--- src/rtl/ps2_kb_rx_if.sv ---
// ps2_kb_rx_if: CPU data-bus port of the PS/2 keyboard peripheral.
interface ps2_kb_rx_if;
    logic [63:0] addr, wdata, rdata;
    logic rd_en, wr_en, irq;
    modport master(output addr, rd_en, wr_en, wdata, input rdata, irq);
    modport slave(input addr, rd_en, wr_en, wdata, output rdata, irq);
endinterface

--- src/rtl/ps2_kb_rx.sv ---
// ps2_kb_rx: PS/2 device-to-host receiver with scan-code FIFO and DATA/STATUS MMIO registers.
module ps2_kb_rx #(
    parameter logic [63:0] BASE_ADDR = 64'h2000_0018,
    parameter int FIFO_DEPTH = 8,
    parameter int TIMEOUT_CYCLES = 20000
) (
    input logic clk,
    input logic rst,
    input logic ps2_clk,
    input logic ps2_data,
    ps2_kb_rx_if.slave bus
);
    localparam int AW = $clog2(FIFO_DEPTH);
    localparam int TW = $clog2(TIMEOUT_CYCLES + 1);
    typedef enum logic [1:0] {IDLE, SHIFT, CHECK} state_t;
    state_t state, state_n;
    logic [1:0] clk_sync, data_sync;
    logic clk_prev, fall, bit_val, frame_ok, push, err_set, ovf_set, pop, wr_stat, full, valid;
    logic [3:0] bit_cnt;
    logic [9:0] sr;
    logic [TW-1:0] tcnt;
    logic [7:0] mem [FIFO_DEPTH];
    logic [AW-1:0] wp, rp;
    logic [AW:0] cnt;
    logic ovf_sticky, err_sticky, ie, irq_q, unused_bits;
    assign fall = clk_prev & ~clk_sync[1];
    assign bit_val = data_sync[1];
    // sr holds {stop, parity, data[7:0]} once the stop bit has been shifted in
    assign frame_ok = sr[9] & ^sr[8:0];
    always_comb begin
        state_n = IDLE;
        push = 1'b0;
        err_set = 1'b0;
        if (state == IDLE)
            state_n = fall && !bit_val ? SHIFT : IDLE;
        else if (state == SHIFT)
            state_n = fall ? (bit_cnt == 4'd10 ? CHECK : SHIFT) : (tcnt == TW'(TIMEOUT_CYCLES) ? IDLE : SHIFT);
        else begin
            push = frame_ok;
            err_set = ~frame_ok;
        end
    end
    assign valid = cnt != '0;
    assign full = cnt == (AW+1)'(FIFO_DEPTH);
    assign pop = bus.rd_en && bus.addr == BASE_ADDR && valid;
    assign wr_stat = bus.wr_en && bus.addr == BASE_ADDR + 64'd4;
    // a pop in the same cycle frees a slot, so a full FIFO can still accept
    assign ovf_set = push & full & ~pop;
    always_ff @(posedge clk or posedge rst)
        if (rst) begin
            clk_sync <= 2'b11;
            data_sync <= 2'b11;
            clk_prev <= 1'b1;
            state <= IDLE;
            bit_cnt <= '0;
            sr <= '0;
            tcnt <= '0;
            wp <= '0;
            rp <= '0;
            cnt <= '0;
            ovf_sticky <= 1'b0;
            err_sticky <= 1'b0;
            ie <= 1'b0;
            irq_q <= 1'b0;
        end else begin
            clk_sync <= {clk_sync[0], ps2_clk};
            data_sync <= {data_sync[0], ps2_data};
            clk_prev <= clk_sync[1];
            state <= state_n;
            bit_cnt <= state == IDLE ? 4'd1 : state == SHIFT && fall ? bit_cnt + 4'd1 : bit_cnt;
            sr <= state == SHIFT && fall ? {bit_val, sr[9:1]} : sr;
            tcnt <= state != SHIFT || fall ? '0 : tcnt + TW'(1);
            wp <= wp + AW'(push & ~ovf_set);
            rp <= rp + AW'(pop);
            cnt <= cnt + (AW+1)'(push & ~ovf_set) - (AW+1)'(pop);
            ovf_sticky <= ovf_set | (ovf_sticky & ~(wr_stat & bus.wdata[1]));
            err_sticky <= err_set | (err_sticky & ~(wr_stat & bus.wdata[2]));
            ie <= wr_stat ? bus.wdata[3] : ie;
            irq_q <= ie & valid;
        end
    always_ff @(posedge clk)
        if (push & ~ovf_set) mem[wp] <= sr[7:0];
    assign bus.rdata = bus.addr == BASE_ADDR ? {56'b0, valid ? mem[rp] : 8'h00}
                     : bus.addr == BASE_ADDR + 64'd4 ? {60'b0, ie, err_sticky, ovf_sticky, valid} : '0;
    assign bus.irq = irq_q;
    assign unused_bits = &{1'b0, bus.wdata[63:4], bus.wdata[0]};
endmodule

--- src/flat_wrapper.sv ---
// flat-port wrapper written by rule: the top's interface ports become plain ports
module ps2_kb_rx_flat 
#(
    parameter logic [63:0] BASE_ADDR = 64'h2000_0018,
    parameter int FIFO_DEPTH = 8,
    parameter int TIMEOUT_CYCLES = 20000
)
  (clk, rst, ps2_clk, ps2_data, bus_addr, bus_rd_en, bus_wr_en, bus_wdata, bus_rdata, bus_irq);
  ps2_kb_rx_if bus_i ();
  input logic clk;
  input logic rst;
  input logic ps2_clk;
  input logic ps2_data;
  input wire logic [$bits(bus_i.addr)-1:0] bus_addr;
  input wire logic [$bits(bus_i.rd_en)-1:0] bus_rd_en;
  input wire logic [$bits(bus_i.wr_en)-1:0] bus_wr_en;
  input wire logic [$bits(bus_i.wdata)-1:0] bus_wdata;
  output wire logic [$bits(bus_i.rdata)-1:0] bus_rdata;
  output wire logic [$bits(bus_i.irq)-1:0] bus_irq;
  assign bus_i.addr = bus_addr;
  assign bus_i.rd_en = bus_rd_en;
  assign bus_i.wr_en = bus_wr_en;
  assign bus_i.wdata = bus_wdata;
  assign bus_rdata = bus_i.rdata;
  assign bus_irq = bus_i.irq;
  ps2_kb_rx #(.BASE_ADDR(BASE_ADDR), .FIFO_DEPTH(FIFO_DEPTH), .TIMEOUT_CYCLES(TIMEOUT_CYCLES)) u_core (.clk(clk), .rst(rst), .ps2_clk(ps2_clk), .ps2_data(ps2_data), .bus(bus_i));
endmodule
--- config.mk ---
export PLATFORM = sky130hd
export DESIGN_NAME = ps2_kb_rx_flat
export DESIGN_NICKNAME = d
export VERILOG_FILES = /design/src/rtl/ps2_kb_rx_if.sv /design/src/rtl/ps2_kb_rx.sv /design/src/flat_wrapper.sv
export SDC_FILE = /design/constraint.sdc
export NUM_CORES = 1
export LEC_CHECK = 0
export ABC_AREA = 1
export ABC_CLOCK_PERIOD_IN_PS = 2330
export CORE_ASPECT_RATIO = 0.7
export CORE_MARGIN = 5
export CORE_UTILIZATION = 41
export DETAILED_ROUTE_END_ITERATION = 7
export GPL_TIMING_DRIVEN = 0
export MAX_ROUTING_LAYER = met4
export PLACE_DENSITY = 0.74
export SETUP_SLACK_MARGIN = 0.5
export SLEW_MARGIN = 20
export SYNTH_ARGS = -nofsm -noshare
export SYNTH_HDL_FRONTEND = slang
export SYNTH_SLANG_ARGS = --single-unit
--- constraint.sdc ---
create_clock -name clk -period 2.33 [get_ports clk]
set_input_delay 0.466 -clock clk [delete_from_list [all_inputs] [get_ports clk]]
set_output_delay 0.466 -clock clk [all_outputs]
set_load 0.05 [all_outputs]
# After elaboration in Yosys (flattened, before gate mapping)
# Memories as Yosys holds them, arrays and structs flattened.
# Cells that the tools add are included.
totals:
  ff_bits: 50
  latchBits: 0
  ramBits: 64
  mem_bits_ro: 0
  inputBits: 134
  output_inout_bits: 65
  word_cells: 79
  mem_count: 1
classes:
  add_sub_neg: 6
  multipliers: 0
  n_div: 0
  order_cmp: 0
  n_eq_ne: 7
  n_shift: 0
  n_mux: 18
  bitwise_logic: 22
  reduce_logical: 11
mem_list:
  columns: ["name", "words", "width", "read_ports", "rd_clocked_by_memory_dff", "wr", "line_no", "source"]
  rows:
  - ["u_core.mem", 8, 8, 1, 0, 1, "ps2_kb_rx.sv:22", "logic [7:0] mem [FIFO_DEPTH];"]
op_table:
  columns: ["cell", "n"]
  rows:
  - ["equality test 64 x 30 -> 1 bit, second input constant", 2]
  - ["two-way mux 64 bit", 1]
  - ["adder 15 x 1 -> 15 bit, second input constant", 1]
  - ["equality test 15 bit, second input constant", 1]
  - ["two-way mux 15 bit", 1]
  - ["two-way mux 4 bit", 3]
  - ["bitwise AND 1 bit", 10]
  - ["parity 9 bit", 1]
  - ["equality test 4 bit, second input constant", 2]
  - ["two-way mux 1 bit", 8]
  - ["two-way mux 2 bit", 4]
  - ["two-way mux 8 bit", 1]
  - ["inverter 1 bit", 6]
  - ["logical AND 1 bit", 5]
  - ["adder 4 x 1 -> 4 bit, second input constant", 1]
  - ["adder 4 bit", 1]
  - ["bitwise AND 1 x 4 -> 4 bit", 1]
  - ["inverter 1 -> 4 bit", 1]
  - ["nonzero test 4 bit", 1]
  - ["subtractor 4 x 1 -> 4 bit", 1]
  - ["adder 3 x 1 -> 3 bit", 1]
  - ["adder 3 bit", 1]
  - ["bitwise AND 1 x 3 -> 3 bit", 1]
  - ["inverter 1 -> 3 bit", 1]
  - ["other kinds (7)", 8]

# Longest topological paths before layout
# Gate-level depths: netlist of run 1.
logic_depth:
  ltp_word: 10
  mapped_depth: 15
  mapped_depth_nobuf: 15

# Worst setup path before layout of run 1
# No wires, ideal clock.
synth_path:
  path_type: "input -> output"
  startpoint: "in bus_addr[13]"
  endpoint: "out bus_rdata[0]"
  t_arrival_ns: 2.224
  required_time_ns: 1.864
  slack_ns: -0.360
  path_stages: 7
  n_path_buf: 0
  cell_sequence: "nor2_1 nand3_1 inv_1 nand2_1 nor3_1 nand2_1 o21ai_0"
synth_via:
  elab_chain_cells: 3
  word_cells_on_any_way: 4
  cone_classes: "eq/ne: 2; mux: 2"
synth_lines:
  columns: ["item", "line_no", "source"]
  rows:
  - ["start, declared", "flat_wrapper.sv:14", "input wire logic [$bits(bus_i.addr)-1:0] bus_addr;"]
  - ["equality test 64 x 30 -> 1 bit", "ps2_kb_rx.sv:84", ": bus.addr == BASE_ADDR + 64'd4 ? {60'b0, ie, err_sticky, ovf_sticky, valid} : '0;"]
  - ["two-way mux 4 bit", "ps2_kb_rx.sv:84", null]
  - ["two-way mux 64 bit *", "ps2_kb_rx.sv:83", "assign bus.rdata = bus.addr == BASE_ADDR ? {56'b0, valid ? mem[rp] : 8'h00}"]
  - ["end, declared", "flat_wrapper.sv:18", "output wire logic [$bits(bus_i.rdata)-1:0] bus_rdata;"]
# Mark *: on every way between the ends. The rest lies on a longest branch, timed or not.

# Worst setup path in the final report of run 1
layout_path:
  startpoint: "reg u_core.rp[0]"
  endpoint: "out bus_rdata[0]"
layout_via:
  elab_chain_cells: 3
layout_lines:
  columns: ["item", "line_no", "source"]
  rows:
  - ["start, declared", "ps2_kb_rx.sv:23", "logic [AW-1:0] wp, rp;"]
  - ["start signal, assigned", "ps2_kb_rx.sv:74", "rp <= rp + AW'(pop);"]
  - ["memory (8 x 8 bit)", null, null]
  - ["two-way mux 8 bit", "ps2_kb_rx.sv:83", null]
  - ["two-way mux 64 bit", "ps2_kb_rx.sv:83", null]
# No other way between the ends.

==> results.md, run 1 <==
* Max clock buf depth at 2
* I/O pins at 199
* Die Wd at 152 um
* Post-placement cell count at 945
* Relative slew slack at 0.547
* Ys flop type: edfxtp_1
* Crit. End Element: output port
* Post-Syn Area per Cell at 9.36 um2
* Worst setup path category: reg -> out
* First-pass GRT wire length at 24.6 mm
* Full die area at 16600 um2
* Synth Register Bits at 114
* Status: finished, violations left
* # diodes at 0
* Tot GR Track Use at 0.194
* Synth top area cells: edfxtp_1 33%, dfrtp_1 19%, buf_4 7.8%, nor2_1 7.5%, nand2_1 6.8%
* Final Cell Area at 8670 um2
* EDFF count, synth at 64
* First drt pass iteration count at 5
* Failing checks: negative setup slack
* TritonCTS clock tree: built
* H-Tree Depth at 4
* Worst R2R Path Depth at 13
* Peak Freq at 0.393 GHz
* GR Layer Usage met3 at 0.0531
* Site row count at 36
* Root buffer cell: clkbuf_16
* DRC at 0
* Final setup vio count at 60
* Worst endpoint data arrival time at 2.08 ns
* Total negative slack at -2.57 ns
* Largest net degree at the start of global routing at 30
* Final min period at 2.55 ns
* Hpwl dp at 9.56 mm
* Synth area leader: edfxtp_1
* Die Y-Extent at 109 um
* HP Class: reg -> reg
* LEAKAGE at 3.80 nW
* Post-synthesis cell count at 618
* Final Cycle Share at 1.09
* Crit Path Max Fanout at 8
* Vias at 4766
* Layout cells sized above 1 at 0.315
* Sequential area share after synthesis at 0.550
* RSZ-0062 raised after global routing: true
* Yosys cell types at 34
* Total gr overflow at 0
* Yosys top cell area share at 0.332
* CP required at 1.86 ns
* Met1 usage at 0.250
* Final Non-Filler Cells at 1024
* Crit path launch type: flip-flop
* WL/cell at 15.3 um
* Total of max-cap violations at 0
* Hold path depth at 0
* Register area at 3190 um2
* Buffers added on ports at 81
* 1st-iter DRT viols at 360
* Layout area overhead at 50.0%
* Clock sinks at 114
* Actual slew at the worst max-slew pin at 0.679 ns
* Initial antenna violation count at 0
* Overall power at 6.17 mW
* Placed instance area at 7240 um2
* Post-synth ARST share at 0.439
* Post-layout util at 0.625
* CORE AREA at 13900 um2
* WHS at 0.353 ns
* CTS buffer count at 17
* Final slew viol count at 0
* Multi-input combinational cell area at 2550 um2
* Drt total wl at 15.6 mm
* Initial Utilization at 0.417
* Peak VDD IR at 0.607 mV
* GR peak layer: met2
* Fillers at 1077
* Clock-pin slew on the worst setup and hold paths at 0.06 ns
* Number of global-route vias before repair at 4754
* Setup WS pre-CTS at -0.962 ns
* Final #Nets at 969
* Routed Antenna Nets at 0
* Final hold vios at 0
* Post-Route Skew at 0.00739 ns
* Setup WS post-layout at -0.217 ns
* Global Route met2 Usage at 0.297
* DR vias/cell at 4.65
* Pwr/cell area at 711 nW/um2
* Final Wtd Congestion at 0.818
* Synthesized area at 5780 um2
* Insertion delay to the later sink of the worst-skew pair at 0.42 ns
* Yosys warnings at 0
==> placed cells by master (no fill, tap or decap), drive strengths merged, types with 2 or more instances in the layout <==
| master | synthesis | final |
|---|---|---|
| conb | 1 | 56 |
| clkinvlp | 0 | 6 |
| a21oi | 14 | 14 |
| clkbuf | 8 | 24 |
| xnor2 | 6 | 6 |
| dfrtp | 45 | 45 |
| dlygate4sd2 | 0 | 42 |
| nor4 | 2 | 2 |
| o21ai | 38 | 38 |
| buf | 61 | 122 |
| nor3b | 2 | 2 |
| clkinv | 0 | 3 |
| edfxtp | 64 | 64 |
| nor3 | 5 | 5 |
| inv | 64 | 65 |
| o22ai | 3 | 3 |
| bufinv | 0 | 3 |
| clkdlybuf4s50 | 0 | 28 |
| o32ai | 16 | 16 |
| nor2 | 122 | 122 |
| xor2 | 5 | 5 |
| dfstp | 5 | 5 |
| nand2 | 108 | 108 |
| nand4 | 2 | 2 |
| nand3 | 29 | 29 |
| ha | 13 | 13 |
==> state kept, by name (all words and copies together) (netlist names) <==
signal             count
u_core.bit_cnt         4
u_core.bus.irq         1
u_core.clk_prev        1
u_core.clk_sync        2
u_core.cnt             4
u_core.data_sync       2
u_core.err_sticky      1
u_core.ie              1
u_core.mem            64
u_core.ovf_sticky      1
u_core.rp              3
u_core.sr             10
u_core.state           2
u_core.tcnt           15
u_core.wp              3
==> cells by family (layout without fill, tap and decap cells) <==
kind of cell	count (synthesis)	in the layout	share of synthesized area
flip-flops	114	114	0.550
XOR/XNOR	11	11	0.0167
AO/OA/AOI/OAI	73	73	0.0753
adder cells (fa/ha/maj)	14	14	0.0316
buffers and inverters	133	294	0.126
AND/OR/NAND/NOR	272	272	0.200
other	1	56	0.000649
==> final cells by class <==
| class | count | area share |
|---|---|---|
| Inverter | 64 | 0.0290 |
| Tap cell | 190 | 0.0274 |
| Timing Repair Buffer | 129 | 0.154 |
| Sequential cell | 114 | 0.368 |
| Multi-Input combinational cell | 426 | 0.294 |
| Buffer | 69 | 0.0597 |
| Clock buffer | 19 | 0.0499 |
| Clock inverter | 13 | 0.0185 |
==> power breakdown <==
part / total, mW / switching (mW) / internal (mW)
Combinational: 1.07 / 0.669 / 0.399
Clock: 2.65 / 0.967 / 1.68
Sequential: 2.45 / 0.122 / 2.33
Total: 6.17 / 1.76 / 4.41
==> synth_stat cells (2+ instances only) <==
| cell type | n |
|---|---|
| o32ai_1 | 16 |
| nor3_1 | 4 |
| dfrtp_1 | 45 |
| inv_1 | 64 |
| nor3b_1 | 2 |
| nand2_2 | 3 |
| nor2_1 | 116 |
| nor2_4 | 3 |
| buf_4 | 60 |
| nor2_2 | 3 |
| edfxtp_1 | 64 |
| nand2_1 | 105 |
| o21ai_1 | 4 |
| ha_1 | 13 |
| nand4_1 | 2 |
| nor4_1 | 2 |
| o21ai_0 | 34 |
| nand3_2 | 2 |
| xor2_1 | 5 |
| nand3_1 | 26 |
| xnor2_1 | 6 |
| clkbuf_1 | 8 |
| dfstp_2 | 5 |
| o22ai_1 | 3 |
| a21oi_1 | 14 |
==> worst max-delay path: stages (launching register included) <==
cell and delay, ns:
dfrtp_1 0.39, buf_6 0.14, clkinvlp_4 0.16, buf_4 0.15, nor2_1 0.04, o32ai_1 0.28, nand2_1 0.10, nand2_1 0.11
nand2_2 0.06, o21ai_2 0.06, buf_6 0.18
==> path summary, 6_finish.rpt <==
path	start	end	slack, ns
min in group asynchronous	rst	u_core.ie$_DFFE_PP0N_	0.47
max in group asynchronous	rst	u_core.sr[7]$_DFFE_PP0P_	1.30
max	u_core.rp[0]$_DFF_PP0_	bus_rdata[0]	-0.22
max reg2reg	u_core.cnt[3]$_DFF_PP0_	u_core.cnt[1]$_DFF_PP0_	-0.09
min	u_core.clk_sync[0]$_DFF_PP1_	u_core.clk_sync[1]$_DFF_PP1_	0.35
min reg2reg	u_core.clk_sync[0]$_DFF_PP1_	u_core.clk_sync[1]$_DFF_PP1_	0.35
==> what timing repair did <==
item                       CTS  global route
setup endpoints to repair   81            86
pin swaps                   71            33
hold buffers                 0             0
setup buffers               41             3
resized for setup          197            37
hold endpoints to repair     0             0
gates cloned                 3             0
==> per-layer routing <==
metal	wire length, um	share of wire
met5	0	0
met4	289	0.018
met3	1220	0.078
met2	7760	0.50
met1	6360	0.41
Power figures use the tool's default switching activity.
==> run 2: changes to the inputs <==
Settings changed: CAP_MARGIN from default to 20.
==> results of run 2 <==
Same layout as run 1: the final DEF is identical, and so are final timing and power.
